**config.mk**
```make
export PLATFORM = sky130hd
export DESIGN_NAME = lsu_flat
export DESIGN_NICKNAME = d
export VERILOG_FILES = /design/src/rtl/lsu_if.sv /design/src/rtl/lsu.sv /design/src/flat_wrapper.sv
export SDC_FILE = /design/constraint.sdc
export NUM_CORES = 1
export LEC_CHECK = 0
export BUFFER_PORTS_ARGS = -buffer_cell sky130_fd_sc_hd__buf_2
export CAP_MARGIN = 0
export CORE_MARGIN = 1.5
export CORE_UTILIZATION = 40
export CTS_BUF_LIST = sky130_fd_sc_hd__clkbuf_2 sky130_fd_sc_hd__clkbuf_4 sky130_fd_sc_hd__clkbuf_8
export CTS_CLUSTER_SIZE = 28
export DETAILED_ROUTE_END_ITERATION = 8
export GPL_ROUTABILITY_DRIVEN = 0
export PLACE_DENSITY_LB_ADDON = 0.3
export SLEW_MARGIN = 15
export SYNTH_ARGS = -nofsm -noshare
export SYNTH_HDL_FRONTEND = slang
export SYNTH_SLANG_ARGS = --single-unit
```
**constraint.sdc**
```tcl
create_clock -name clk -period 6.45 [get_ports clk]
set_input_delay 0.3225 -clock clk [delete_from_list [all_inputs] [get_ports clk]]
set_output_delay 0.3225 -clock clk [all_outputs]
set_load 0.02 [all_outputs]
```
**src/rtl/lsu_if.sv**
```systemverilog
// lsu_if: bundles the core-side request/response signals and the word-wide
// data-memory port of the load/store unit. The slave view belongs to the
// lsu itself; the master view belongs to whatever drives it (core + memory).
interface lsu_if;
    // core side
    logic        req_valid;
    logic        req_we;
    logic [2:0]  req_funct3;
    logic [31:0] req_addr;
    logic [31:0] req_wdata;
    logic        stall;
    logic        done;
    logic        misaligned;
    logic [31:0] load_data;
    // memory side
    logic        mem_req;
    logic        mem_we;
    logic [31:0] mem_addr;
    logic [3:0]  mem_wstrb;
    logic [31:0] mem_wdata;
    logic        mem_gnt;
    logic        mem_rvalid;
    logic [31:0] mem_rdata;

    modport slave (
        input  req_valid, req_we, req_funct3, req_addr, req_wdata,
        input  mem_gnt, mem_rvalid, mem_rdata,
        output stall, done, misaligned, load_data,
        output mem_req, mem_we, mem_addr, mem_wstrb, mem_wdata
    );

    modport master (
        output req_valid, req_we, req_funct3, req_addr, req_wdata,
        output mem_gnt, mem_rvalid, mem_rdata,
        input  stall, done, misaligned, load_data,
        input  mem_req, mem_we, mem_addr, mem_wstrb, mem_wdata
    );
endinterface

```
**src/rtl/lsu.sv**
```systemverilog
// lsu: RV32I load/store unit. Captures a load/store from the core, checks
// legality and alignment, issues one word access on the grant/response
// memory port, and returns the extended load result with a done pulse.
module lsu (
    input  logic  clk,
    input  logic  rst,
    lsu_if.slave  bus
);
    typedef enum logic [1:0] {IDLE, REQ, WAIT, FIN} state_t;

    state_t      state_reg;
    logic        we_reg;
    logic [2:0]  funct3_reg;
    logic [31:0] addr_reg;
    logic        mem_req_reg;
    logic        mem_we_reg;
    logic [3:0]  mem_wstrb_reg;
    logic [31:0] mem_wdata_reg;
    logic        done_reg;
    logic        err_reg;
    logic [31:0] load_data_reg;

    logic        req_illegal;
    logic        req_misal;
    logic [3:0]  steer_strb;
    logic [31:0] steer_wdata;
    logic [31:0] rdata_shifted;
    logic [31:0] load_ext;

    // Decode the incoming request: legality, alignment and store lane steering.
    always_comb begin
        if (bus.req_we)
            req_illegal = (bus.req_funct3 > 3'b010);
        else
            req_illegal = (bus.req_funct3 == 3'b011) || (bus.req_funct3[2:1] == 2'b11);

        req_misal = 1'b0;
        if (bus.req_funct3[1:0] == 2'b01)
            req_misal = bus.req_addr[0];
        else if (bus.req_funct3[1:0] == 2'b10)
            req_misal = (bus.req_addr[1:0] != 2'b00);

        steer_strb  = 4'b0000;
        steer_wdata = 32'h0000_0000;
        if (bus.req_we) begin
            case (bus.req_funct3[1:0])
                2'b00: begin
                    steer_strb  = 4'b0001 << bus.req_addr[1:0];
                    steer_wdata = {4{bus.req_wdata[7:0]}};
                end
                2'b01: begin
                    steer_strb  = bus.req_addr[1] ? 4'b1100 : 4'b0011;
                    steer_wdata = {2{bus.req_wdata[15:0]}};
                end
                default: begin
                    steer_strb  = 4'b1111;
                    steer_wdata = bus.req_wdata;
                end
            endcase
        end
    end

    // Align the returned word to the addressed byte and extend it.
    always_comb begin
        rdata_shifted = bus.mem_rdata >> {addr_reg[1:0], 3'b000};
        case (funct3_reg)
            3'b000:  load_ext = {{24{rdata_shifted[7]}}, rdata_shifted[7:0]};
            3'b001:  load_ext = {{16{rdata_shifted[15]}}, rdata_shifted[15:0]};
            3'b100:  load_ext = {24'h000000, rdata_shifted[7:0]};
            3'b101:  load_ext = {16'h0000, rdata_shifted[15:0]};
            default: load_ext = rdata_shifted;
        endcase
    end

    // Access sequencer: capture in IDLE, hold the request until granted,
    // wait for read data, then a single FIN cycle that completes the access.
    always_ff @(posedge clk or posedge rst) begin
        if (rst) begin
            state_reg     <= IDLE;
            we_reg        <= 1'b0;
            funct3_reg    <= 3'b000;
            addr_reg      <= 32'h0000_0000;
            mem_req_reg   <= 1'b0;
            mem_we_reg    <= 1'b0;
            mem_wstrb_reg <= 4'b0000;
            mem_wdata_reg <= 32'h0000_0000;
            done_reg      <= 1'b0;
            err_reg       <= 1'b0;
            load_data_reg <= 32'h0000_0000;
        end else begin
            case (state_reg)
                IDLE: begin
                    if (bus.req_valid) begin
                        we_reg     <= bus.req_we;
                        funct3_reg <= bus.req_funct3;
                        addr_reg   <= bus.req_addr;
                        if (req_illegal || req_misal) begin
                            // faulting accesses never touch memory
                            err_reg   <= 1'b1;
                            done_reg  <= 1'b1;
                            state_reg <= FIN;
                        end else begin
                            mem_req_reg   <= 1'b1;
                            mem_we_reg    <= bus.req_we;
                            mem_wstrb_reg <= steer_strb;
                            mem_wdata_reg <= steer_wdata;
                            state_reg     <= REQ;
                        end
                    end
                end
                REQ: begin
                    if (bus.mem_gnt) begin
                        mem_req_reg   <= 1'b0;
                        mem_we_reg    <= 1'b0;
                        mem_wstrb_reg <= 4'b0000;
                        mem_wdata_reg <= 32'h0000_0000;
                        if (we_reg) begin
                            done_reg  <= 1'b1;
                            state_reg <= FIN;
                        end else if (bus.mem_rvalid) begin
                            load_data_reg <= load_ext;
                            done_reg      <= 1'b1;
                            state_reg     <= FIN;
                        end else begin
                            state_reg <= WAIT;
                        end
                    end
                end
                WAIT: begin
                    if (bus.mem_rvalid) begin
                        load_data_reg <= load_ext;
                        done_reg      <= 1'b1;
                        state_reg     <= FIN;
                    end
                end
                FIN: begin
                    done_reg  <= 1'b0;
                    err_reg   <= 1'b0;
                    state_reg <= IDLE;
                end
                default: state_reg <= IDLE;
            endcase
        end
    end

    // The core is released in FIN; a dropped req_valid never stalls it.
    assign bus.stall      = bus.req_valid && (state_reg != FIN);
    assign bus.done       = done_reg;
    assign bus.misaligned = err_reg;
    assign bus.load_data  = load_data_reg;
    assign bus.mem_req    = mem_req_reg;
    assign bus.mem_we     = mem_we_reg;
    assign bus.mem_addr   = {addr_reg[31:2], 2'b00};
    assign bus.mem_wstrb  = mem_wstrb_reg;
    assign bus.mem_wdata  = mem_wdata_reg;
endmodule

```
**src/flat_wrapper.sv**
```systemverilog
// flat-port wrapper written by rule: the top's interface ports become plain ports
module lsu_flat 
  (clk, rst, bus_req_valid, bus_req_we, bus_req_funct3, bus_req_addr, bus_req_wdata, bus_mem_gnt, bus_mem_rvalid, bus_mem_rdata, bus_stall, bus_done, bus_misaligned, bus_load_data, bus_mem_req, bus_mem_we, bus_mem_addr, bus_mem_wstrb, bus_mem_wdata);
  lsu_if bus_i ();
  input  logic clk;
  input  logic rst;
  input wire logic [$bits(bus_i.req_valid)-1:0] bus_req_valid;
  input wire logic [$bits(bus_i.req_we)-1:0] bus_req_we;
  input wire logic [$bits(bus_i.req_funct3)-1:0] bus_req_funct3;
  input wire logic [$bits(bus_i.req_addr)-1:0] bus_req_addr;
  input wire logic [$bits(bus_i.req_wdata)-1:0] bus_req_wdata;
  input wire logic [$bits(bus_i.mem_gnt)-1:0] bus_mem_gnt;
  input wire logic [$bits(bus_i.mem_rvalid)-1:0] bus_mem_rvalid;
  input wire logic [$bits(bus_i.mem_rdata)-1:0] bus_mem_rdata;
  output wire logic [$bits(bus_i.stall)-1:0] bus_stall;
  output wire logic [$bits(bus_i.done)-1:0] bus_done;
  output wire logic [$bits(bus_i.misaligned)-1:0] bus_misaligned;
  output wire logic [$bits(bus_i.load_data)-1:0] bus_load_data;
  output wire logic [$bits(bus_i.mem_req)-1:0] bus_mem_req;
  output wire logic [$bits(bus_i.mem_we)-1:0] bus_mem_we;
  output wire logic [$bits(bus_i.mem_addr)-1:0] bus_mem_addr;
  output wire logic [$bits(bus_i.mem_wstrb)-1:0] bus_mem_wstrb;
  output wire logic [$bits(bus_i.mem_wdata)-1:0] bus_mem_wdata;
  assign bus_i.req_valid = bus_req_valid;
  assign bus_i.req_we = bus_req_we;
  assign bus_i.req_funct3 = bus_req_funct3;
  assign bus_i.req_addr = bus_req_addr;
  assign bus_i.req_wdata = bus_req_wdata;
  assign bus_i.mem_gnt = bus_mem_gnt;
  assign bus_i.mem_rvalid = bus_mem_rvalid;
  assign bus_i.mem_rdata = bus_mem_rdata;
  assign bus_stall = bus_i.stall;
  assign bus_done = bus_i.done;
  assign bus_misaligned = bus_i.misaligned;
  assign bus_load_data = bus_i.load_data;
  assign bus_mem_req = bus_i.mem_req;
  assign bus_mem_we = bus_i.mem_we;
  assign bus_mem_addr = bus_i.mem_addr;
  assign bus_mem_wstrb = bus_i.mem_wstrb;
  assign bus_mem_wdata = bus_i.mem_wdata;
  lsu u_core (.clk(clk), .rst(rst), .bus(bus_i));
endmodule
```
=== After elaboration in Yosys (flattened, before gate mapping) ===
Index checks and enable logic that the tools add are counted.

* Bits in registers: 110
* Logic and storage cells: 89
* Output and inout port bits: 105
* Input bits: 105

* Shifts and indexed selects: 2
* Reduce and logical (&&, ||, !) cells: 16
* Multiplexer cells: 42
* $lt $le $gt $ge: 1
* Equal/unequal tests: 17

{| class="wikitable"
|+ Operators by type and width
! cell !! count
|-
| 2-to-1 mux 32 bit || 7
|-
| case mux 32 bit (2 select lines) || 3
|-
| case mux 32 bit (4 select lines) || 1
|-
| right shift 32 x 5 -> 32 bit || 1
|-
| 2-to-1 mux 4 bit || 5
|-
| case mux 4 bit (2 select lines) || 2
|-
| 2-to-1 mux 1 bit || 14
|-
| != test 2 bit, second input constant || 6
|-
| AND reduction 3 bit || 4
|-
| 2-to-1 mux 2 bit || 5
|-
| equality test 2 bit, second input constant || 4
|-
| case mux 2 bit (4 select lines) || 1
|-
| nonzero test 2 bit || 4
|-
| equality test 3 bit, second input constant || 2
|-
| case mux 1 bit (2 select lines) || 3
|-
| equality test 2 x 1 -> 1 bit, second input constant || 2
|-
| logical NOT 2 bit || 2
|-
| case mux 1 bit (4 select lines) || 1
|-
| AND reduction 4 bit || 1
|-
| << shifter 1 x 2 -> 4 bit, first input constant || 1
|-
| equality test 3 x 1 -> 1 bit, second input constant || 1
|-
| equality test 3 x 2 -> 1 bit, second input constant || 1
|-
| > comparator 3 x 2 -> 1 bit, second input constant || 1
|-
| logical NOT 3 bit || 1
|-
| other kinds (4) || 5
|}

=== Depth between registers and ports, before layout ===
Gate-level depths: netlist of the first run.

* Depth in word-level cells: 7
* Mapped depth: 8
* Gate-level depth less buffers: 6

=== Worst setup path before layout of the first run ===
No wires, ideal clock.

* Path kind: reg-to-reg
* Start: register u_core.state_reg[0]
* End: register u_core.addr_reg[10]
* Clock period less this slack: 2052 ps
* Path buffers: 2
* Library setup time: 125 ps
* Arrival time: 1928 ps
* Slack: 4398 ps
* Cell stages (with the launch flop): 7
* Cells stage by stage: dfrtp_1 -> inv_1 -> ha_1 -> nand2_1 -> clkbuf_1 -> clkbuf_1 -> mux2_2

* Word-level cells in the longest chain between the ends: 2

{| class="wikitable"
|+ Ends and longest elaborated chain
! element !! line !! text
|-
| start: declaration || lsu.sv:11 || <nowiki>state_t state_reg;</nowiki>
|-
| start signal: assignment || lsu.sv:79 || <nowiki>state_reg <= IDLE;</nowiki>
|-
| start signal: assignment || lsu.sv:101 || <nowiki>state_reg <= FIN;</nowiki>
|-
| start signal: assignment || lsu.sv:107 || <nowiki>state_reg <= REQ;</nowiki>
|-
| logical NOT 2 bit || lsu.sv:91 || <nowiki>case (state_reg)</nowiki>
|-
| AND reduction 2 bit (no line) || -- ||
|-
| end signal: assignment || lsu.sv:96 || <nowiki>addr_reg <= bus.req_addr;</nowiki>
|-
| end: declaration || lsu.sv:14 || <nowiki>logic [31:0] addr_reg;</nowiki>
|}

Every way passes these cells.
A chain may end at the register's enable or synchronous reset.

=== Worst setup path in the final report of the first run ===
* Start: register u_core.state_reg[1]
* End: register u_core.load_data_reg[23] (netlist: u_core.bus.load_data[23])

* Word-level cells in the longest chain between the ends: 3

{| class="wikitable"
|+ Ends and longest elaborated chain
! element !! line !! text
|-
| equality test 2 x 1 -> 1 bit or equality test 2 bit (tied branches) || lsu.sv:91 ||
|-
| != test 2 bit (no line) or nonzero test 2 bit (tied branches) || -- ||
|-
| AND reduction 3 bit (no line) || -- ||
|-
| end signal: assignment || lsu.sv:121 || <nowiki>load_data_reg <= load_ext;</nowiki>
|-
| end signal: assignment || lsu.sv:131 || <nowiki>load_data_reg <= load_ext;</nowiki>
|-
| end: declaration || lsu.sv:21 || <nowiki>logic [31:0] load_data_reg;</nowiki>
|}

Several ways; a longest one is shown, not always the timed one.

==> results_dict.tcl, run 1 <==
set metrics [dict create \
    drt_wl_total_mm 13.9 \
    synth-main-ff-cell "dfrtp_1" \
    tns_ns 0 \
    slew_viol_final 0 \
    grt_pass1_vias 4156 \
    crit_type "reg -> reg" \
    coreArea_mm2 0.0132 \
    crit_arrival_ns 3.09 \
    layout_common_cells "buf_2, dfrtp_1, mux2_2" \
    cts_buffers 9 \
    dpl_worst_slack_ns 3.53 \
    setup_viol 0 \
    area_delta_synth_final_pct 20.8 \
    syn_inst 496 \
    timing.slew.headroom_pct 24.1 \
    drt-pass1-iter-count 5 \
    yosysSeqAreaShare_pct 50.9 \
    end_kind "flop" \
    dp_hpwl_mm 10.4 \
    overflow 0 \
    holdCritPathClass "in -> async" \
    dr_total_vias 4316 \
    mostFrequentLayoutCell "buf_2" \
    synth-simple-area-share_pct 9.83 \
    yosysUniqueCellTypes 39 \
    root_buffer "clkbuf_8" \
    cts_resized 0 \
    async_flop_share_pct 100 \
    synthAdderAreaFrac_pct 1.16 \
    fin_skew_ns 0.0113 \
    drive_above_1_share_pct 42.0 \
    peakVddDrop_mv 0.152 \
    p_sw_share_pct 43.3 \
    synth_top_family_by_area "multiplexers" \
    diodes 0 \
    first_iter_violations 308 \
    netlist_area_mm2 0.00541 \
    power_density_mw_per_mm2 462 \
    clk_latency_ns 0.36 \
    synth_edf_count 0 \
    grt_usage_pct 19.5 \
    synth_compound_area_share_pct 13.5 \
    syn_avg_cell_area_um2 10.9 \
    initial_core_util_pct 40.8 \
    clock_path_buffers 2 \
    synth_xor_xnor_area_share_pct 0 \
    cp_data_required_time_ns 6.73 \
    post-cts-setup-buffers 0 \
    vias_per_cell 5.17 \
    min_period_over_period_pct 43.5 \
    fin_crit_ns 2.80 \
    ctsHoldBuffers 0 \
    wl_per_cell_um 16.6 \
    worstMarginPinSlew_ns 1.14 \
    die_w_um 119 \
    worstPathMaxFanout 24 \
    power_switching_mw 1.30 \
    fillers 1271 \
    p_clk_share_pct 13.1 \
    row_count 42 \
    fin_ws_ns 3.65 \
    numClockSinks 110 \
    antenna_found_initial 0 \
    pwr-share-comb_pct 47.2 \
    yosys_warnings 0 \
    die_area_mm2 0.0142 \
    drcViolationCount 0 \
    ys_seq_elements 110 \
    fp.dieH_um 119 \
    fin_nets 764 \
    outcome "finished, final reports clean" \
    grt_pass1_wl_mm 21.7 \
    cp-start-kind "flop" \
    ant_nets 0 \
    grt_max_degree 60 \
    seqPwrFrac_pct 39.7 \
    max_freq_mhz 357 \
    power.internal_mw 1.71 \
    rsz0062_at_grt "false" \
    cts_tree "built" \
    drv_cap 0 \
    p_leak_nw 3.37 \
    synthMuxAreaShare_pct 17.0 \
    clk_pin_slew_ns 0.11 \
    io_pins 210 \
    hold_viol 0 \
    cts_htree_levels 3 \
    numPortBuffers 207 \
]
## power by group through the flow
stage,registers [mW],logic [mW],clock network (mW)
floorplan,1.32,0.968,0
detailed placement,1.21,1.43,0
CTS,1.20,1.43,0.413
global route,1.24,1.55,0.436
global placement,1.20,1.40,0
finish,1.20,1.42,0.396
## synthesized netlist by cell type (all sizes together), types with 2 or more instances
cell	instances	share of area (%)
ha	5	1.2
o31ai	2	0.28
o21a	4	0.56
a22o	16	2.6
dfrtp	110	51
o21ai	26	2.4
clkbuf	28	2.0
inv	11	0.76
nor2b	6	0.69
nand2b	3	0.35
mux2i	41	7.6
buf	36	4.9
o211ai	3	0.42
and2	7	0.81
o2bb2ai	22	3.6
nand3	30	2.8
a21oi	20	1.9
nand2	40	2.8
nor2	29	2.0
mux2	43	9.0
## critical path, stage by stage (launching register included)
cell,delay (ns)
dfrtp_1,0.44
inv_1,0.14
ha_1,0.40
and3b_1,0.30
o21a_1,0.64
o211ai_1,0.41
buf_4,0.30
o211ai_1,0.09
## path summary, 6_finish.rpt
kind / start / end / slack [ns] / depth (start not counted)
setup / recovery: u_core.state_reg[1] / u_core.bus.load_data[23] / 3.65 / 7
hold / removal: rst / u_core.bus.mem_wdata[20] / 0.07 / 2
setup reg to reg: u_core.state_reg[1] / u_core.bus.load_data[23] / 3.65 / 7
hold reg to reg: u_core.bus.mem_wstrb[2] / u_core.bus.mem_wstrb[2] / 0.49 / 1
max in group asynchronous: rst / u_core.bus.mem_wdata[28] / 5.22 / 3
min in group clk: bus_req_addr[13] / u_core.addr_reg[13] / 0.18 / 2
## through the flow
step | utilization (%) | total power [mW] | cells | hold WS (ns) | area, um^2
global placement | 47.8 | 2.59 | 818 | 0.459 | 6330
CTS | 49.2 | 3.04 | 834 | 0.0844 | 6520
finish | 49.3 | 3.02 | 835 | 0.0738 | 6530
detailed placement | 47.8 | 2.64 | 818 | 0.467 | 6330
floorplan | - | 2.29 | 497 | 0.462 | 5410
global route | 49.3 | 3.22 | 835 | 0.104 | 6530
## layer usage
metal | track usage, % | routed length [um]
met4 | 7.08 | 214
met3 | 5.22 | 1220
met2 | 31.4 | 6660
met1 | 25.2 | 5770
met5 | 0 | 0
## cell families after synthesis
| kind of cell | count (synthesis) |
|---|---|
| mux | 85 |
| compound gates | 102 |
| fa+ha+maj | 5 |
| flops | 110 |
| other cells | 1 |
| simple gates | 118 |
| buf+inv | 75 |
## area by class of cell
class	count	area (um^2)	area share, %
Sequential cell	110	2750	42.1
Multi-Input combinational cell	312	2270	34.7
Timing Repair Buffer	210	1060	16.2
Tap cell	176	220	3.37
Clock buffer	11	145	2.22
Clock inverter	5	46.3	0.709
Inverter	11	43.8	0.670
Power figures use the tool's default switching activity.
==> run 2: changes to the inputs <==
==> constraint.sdc (replaced) <==
create_clock -name clk -period 2.7 [get_ports clk]
set_input_delay 0.135 -clock clk [delete_from_list [all_inputs] [get_ports clk]]
set_output_delay 0.135 -clock clk [all_outputs]
set_load 0.02 [all_outputs]
==> run 2 against run 1 <==
Global-route usage shrank 0.17 points; clock-buffer cell count shrank 1; cell count grew 5.3%; critical path type unchanged; largest power group unchanged; setup slack lost 3.1 ns; maximum frequency grew 33%.
==> results_dict.tcl, run 2 (synthesis results as in run 1) <==
set metrics [dict create \
    place_inst 828 \
    cts_tree "built" \
    overflow 0 \
    cts_resized 0 \
    diodes 0 \
    drt-pass1-iter-count 4 \
    final_util_pct 52.6 \
    end_kind "flop" \
    slowest_stage "a21oi_1" \
    cts_buffers 9 \
    io_pins 210 \
    crit_path_cell_trace "inv_1 > ha_1 > and3b_1 > o21ai_2 > a21oi_1 > a21oi_1" \
    vias_per_cell 5.01 \
    fp.dieH_um 119 \
    fillers 1236 \
    cp_slowest_stage_delay_ns 0.55 \
    numClockSinks 110 \
    clk_pin_slew_ns 0.11 \
    coreArea_mm2 0.0132 \
    holdCritPathClass "in -> reg" \
    area_delta_synth_final_pct 28.7 \
    outcome "finished, final reports clean" \
    power_density_mw_per_mm2 1060 \
    row_count 42 \
    post-cts-setup-buffers 0 \
    wl_per_cell_um 15.6 \
    fin_cells 879 \
    peakVddDrop_mv 0.397 \
    dpl_worst_slack_ns 0.512 \
    first_iter_violations 192 \
    setup_viol 0 \
    fin_crit_ns 2.11 \
    drt_wl_total_mm 13.7 \
    ant_nets 0 \
    grt_max_degree 63 \
    die_area_mm2 0.0142 \
    dp_hpwl_mm 9.92 \
    cp_data_required_time_ns 2.93 \
    slew_viol_final 0 \
    min_period_over_period_pct 78.3 \
    drcViolationCount 0 \
    cp-start-kind "flop" \
    clock_path_buffers 2 \
    crit_arrival_ns 2.35 \
    worstPathMaxFanout 9 \
    multi_input_area_mm2 0.00226 \
    layout_common_cells "buf_2, dfrtp_1, mux2_2" \
    hold_viol 0 \
    worstMarginPinSlew_ns 0.797 \
    grt_pass1_vias 4393 \
    fin_nets 808 \
    clk_latency_ns 0.38 \
    final-seq-area_mm2 0.00275 \
    fin_ws_ns 0.586 \
    mostFrequentLayoutCell "buf_2" \
    cp_common_cell "a21oi_1" \
    drive_above_1_share_pct 40.8 \
    crit_type "reg -> reg" \
    max_freq_mhz 473 \
    root_buffer "clkbuf_8" \
    numPortBuffers 207 \
    die_w_um 119 \
    p_leak_nw 3.57 \
    antenna_found_initial 0 \
    cts_htree_levels 3 \
    grt_pass1_wl_mm 21.7 \
    grt_usage_pct 19.3 \
    timing.slew.headroom_pct 46.9 \
    drv_cap 0 \
    rsz0062_at_grt "false" \
    initial_core_util_pct 40.8 \
    fin_hold_ws_ns 0.0296 \
    dr_total_vias 4406 \
    tns_ns 0 \
    fin_skew_ns 0.0134 \
]
[run 2: cell count changes in the layout (fill, tap and decap cells not counted)]
cell           delta
buf_4            +10
inv_4             -1
clkinv_2          -1
clkbuf_8          -1
o21ai_4           -1
o21ai_2           +1
inv_6             +2
bufinv_16         +1
dlygate4sd3_1    +34
[run 2: power by group]
part           switching, mW  internal [mW]
Clock                  0.590          0.458
Combinational           2.13           1.43
Sequential             0.412           2.34
[run 2: area by class of cell]
class,instances,area share (%)
timing repair buffer,254,21.2
sequential,110,39.5
clock inverter,6,1.17
inverter,11,0.647
multi-input combinational,312,32.4
tap,176,3.16
clock buffer,10,1.89
[run 2: final timing paths]
| check | from | endpoint | slack, ns | cells past startpoint |
|---|---|---|---|---|
| setup / recovery | u_core.state_reg[1] | u_core.bus.load_data[11] | 0.59 | 6 |
| hold / removal | bus_req_wdata[1] | u_core.bus.mem_wdata[1] | 0.03 | 2 |
| setup reg to reg | u_core.state_reg[1] | u_core.bus.load_data[11] | 0.59 | 6 |
| hold reg to reg | u_core.bus.load_data[7] | u_core.bus.load_data[7] | 0.49 | 2 |
| max in group asynchronous | rst | u_core.bus.load_data[9] | 1.62 | 4 |
| min in group asynchronous | rst | u_core.addr_reg[15] | 0.45 | 4 |
[run 2: worst max-delay path: cells and delay by family (launching register included)]
kind | cells | cell delay (ns)
simple gates | 1 | 0.25
fa+ha+maj | 1 | 0.39
buf+inv | 1 | 0.14
flops | 1 | 0.42
compound gates | 3 | 0.77
[run 2: per-stage QoR]
step	power [mW]	instance area, um^2
4_1_cts	7.43	6960
6_report	7.35	6960
5_1_grt	7.84	6960
3_3_place_gp	6.23	6400
2_1_floorplan	5.48	5420
3_5_place_dp	6.32	6400
[run 2: what timing repair did]
item,4_1_cts,5_1_grt
setup endpoints to repair,0,0
hold endpoints to repair,85,0
hold buffers,34,0
[run 2: routing by layer]
metal,GRT usage (%),up-vias,wire length [um]
met3,5.12,18,1060
met1,24.6,2088,5880
met5,0,-,0
met4,5.95,0,183
li1,-,2115,-
met2,32.2,185,6550
==> run 3: changes to the inputs <==
==> constraint.sdc (replaced) <==
create_clock -name clk -period 2.1 [get_ports clk]
set_input_delay 0.105 -clock clk [delete_from_list [all_inputs] [get_ports clk]]
set_output_delay 0.105 -clock clk [all_outputs]
set_load 0.02 [all_outputs]
==> run 3 against run 2 <==
Combinational power increased by 32%; global-route usage increased by 0.74 points; via count increased by 1.2%; critical path type unchanged; critical endpoint is now u_core.addr_reg[3].
==> results_dict.tcl, run 3 (synthesis results as in run 1) <==
set metrics [dict create \
    outcome "finished, final reports clean" \
    dpl_worst_slack_ns 0.108 \
    vias_per_cell 5.03 \
    max_freq_mhz 532 \
    final_util_pct 53.0 \
    fp.dieH_um 119 \
    p_sw_share_pct 42.6 \
    p_leak_nw 3.60 \
    cp_data_required_time_ns 2.36 \
    row_count 42 \
    drt-pass1-iter-count 4 \
    ant_nets 0 \
    drv_cap 0 \
    initial_core_util_pct 40.8 \
    hold_viol 0 \
    root_buffer "clkbuf_8" \
    peakVddDrop_mv 0.580 \
    crit_arrival_ns 2.14 \
    die_area_mm2 0.0142 \
    fin_ws_ns 0.222 \
    io_pins 210 \
    drcViolationCount 0 \
    layout_common_cells "buf_2, dfrtp_1, mux2_2" \
    crit_path_cell_trace "inv_1 > ha_1 > nand2_2 > buf_4 > mux2_2" \
    numPortBuffers 207 \
    drive_above_1_share_pct 40.9 \
    mostFrequentLayoutCell "buf_2" \
    antenna_found_initial 0 \
    worstPathMaxFanout 38 \
    cts_tree "built" \
    fin_nets 818 \
    grt_pass1_wl_mm 22.5 \
    grt_max_degree 64 \
    power.internal_mw 5.39 \
    clk_latency_ns 0.38 \
    worstMarginPinSlew_ns 0.823 \
    final_area_mm2 0.00702 \
    placed_area_mm2 0.00646 \
    r2r_slack_ns 0.22 \
    clk_pin_slew_ns 0.09 \
    cts_htree_levels 3 \
    end_kind "flop" \
    power_switching_mw 4.00 \
    setup_viol 0 \
    coreArea_mm2 0.0132 \
    grt_usage_pct 20.0 \
    post-cts-setup-buffers 0 \
    cts_buffers 9 \
    rsz0062_at_grt "false" \
    timing.slew.headroom_pct 45.1 \
    cp-start-kind "flop" \
    pwr-share-comb_pct 50.0 \
    p_clk_share_pct 12.4 \
    wl_per_cell_um 15.8 \
    seqPwrFrac_pct 37.6 \
    dp_hpwl_mm 10.2 \
    fin_cells 887 \
    numClockSinks 110 \
    clock_path_buffers 2 \
    place_inst 834 \
    holdCritPathClass "in -> reg" \
    slowest_stage "dfrtp_1" \
    overflow 0 \
    fin_crit_ns 1.88 \
    min_period_over_period_pct 89.4 \
    crit_type "reg -> reg" \
    fillers 1234 \
    dr_total_vias 4458 \
    grt_pass1_vias 4490 \
    power_density_mw_per_mm2 1340 \
    area_delta_synth_final_pct 29.8 \
    slew_viol_final 0 \
    die_w_um 119 \
    tns_ns 0 \
    diodes 0 \
    first_iter_violations 250 \
    cp_slowest_stage_delay_ns 0.43 \
    drt_wl_total_mm 14.0 \
    fin_skew_ns 0.00739 \
]
## run 3: cell count changes in the layout (fill, tap and decap cells not counted)
| cell | previous run | this run |
|---|---|---|
| dlygate4sd3_1 | 34 | 39 |
| buf_4 | 13 | 17 |
| inv_6 | 2 | 0 |
| a2111o_1 | 1 | 0 |
| a2111o_2 | 0 | 1 |
| buf_12 | 0 | 1 |
| bufinv_16 | 1 | 0 |
| clkbuf_8 | 9 | 10 |
| clkinv_2 | 0 | 1 |
| clkinv_8 | 1 | 0 |
## run 3: area by class of cell
cell class | instances | area (um^2) | share of cell area [%]
clock buffers | 11 | 145 | 2.07
clock inverters | 3 | 22.5 | 0.321
inverters | 11 | 45.0 | 0.642
multi-input cells | 312 | 2260 | 32.2
flip-flops and latches | 110 | 2750 | 39.2
well taps | 176 | 220 | 3.14
repair buffers | 264 | 1570 | 22.4
## run 3: worst paths after layout
check,from,to,depth (start not counted)
setup / recovery,u_core.state_reg[0],u_core.addr_reg[3],5
hold / removal,bus_mem_rdata[29],u_core.bus.load_data[29],3
setup reg to reg,u_core.state_reg[0],u_core.addr_reg[3],5
hold reg to reg,u_core.bus.load_data[7],u_core.bus.load_data[7],2
max in group asynchronous,rst,u_core.bus.load_data[12],4
min in group asynchronous,rst,u_core.addr_reg[19],4
## run 3: what timing repair did
| item | 4_1_cts | 5_1_grt |
|---|---|---|
| gates resized for setup | 0 | 1 |
| setup endpoints to repair | 0 | 4 |
| endpoints found under the hold margin | 84 | 1 |
| hold buffers | 38 | 1 |
## run 3: power groups by stage
stage	combinational [mW]	sequential (mW)	clock [mW]
final	4.70	3.53	1.16
after global routing	5.10	3.65	1.31
after CTS	4.73	3.53	1.20
after detailed placement	4.68	3.56	0
after global placement	4.57	3.54	0
after floorplan	2.97	4.07	0
## run 3: through the flow
step | hold WS (ns) | power, mW
2_1_floorplan | 0.245 | 7.04
3_3_place_gp | 0.307 | 8.11
3_5_place_dp | 0.333 | 8.24
4_1_cts | 0.000435 | 9.46
5_1_grt | 0.00773 | 10.1
6_report | 0.0106 | 9.39
## run 3: worst max-delay path, delay by kind of cell, from the launching register on
family                   cells  cell delay (ns)
multiplexers                 1             0.39
adder cells (fa/ha/maj)      1             0.26
flip-flops                   1             0.43
AND/OR/NAND/NOR              1             0.12
buffers and inverters        2             0.53
## run 3: per-layer routing
| metal | up-vias | track usage (%) | routed length, um |
|---|---|---|---|
| met1 | 2133 | 25.8 | 6070 |
| li1 | 2131 | - | - |
| met2 | 181 | 33.5 | 6700 |
| met3 | 13 | 5.22 | 1050 |
| met5 | - | 0 | 0 |
| met4 | 0 | 5.42 | 148 |
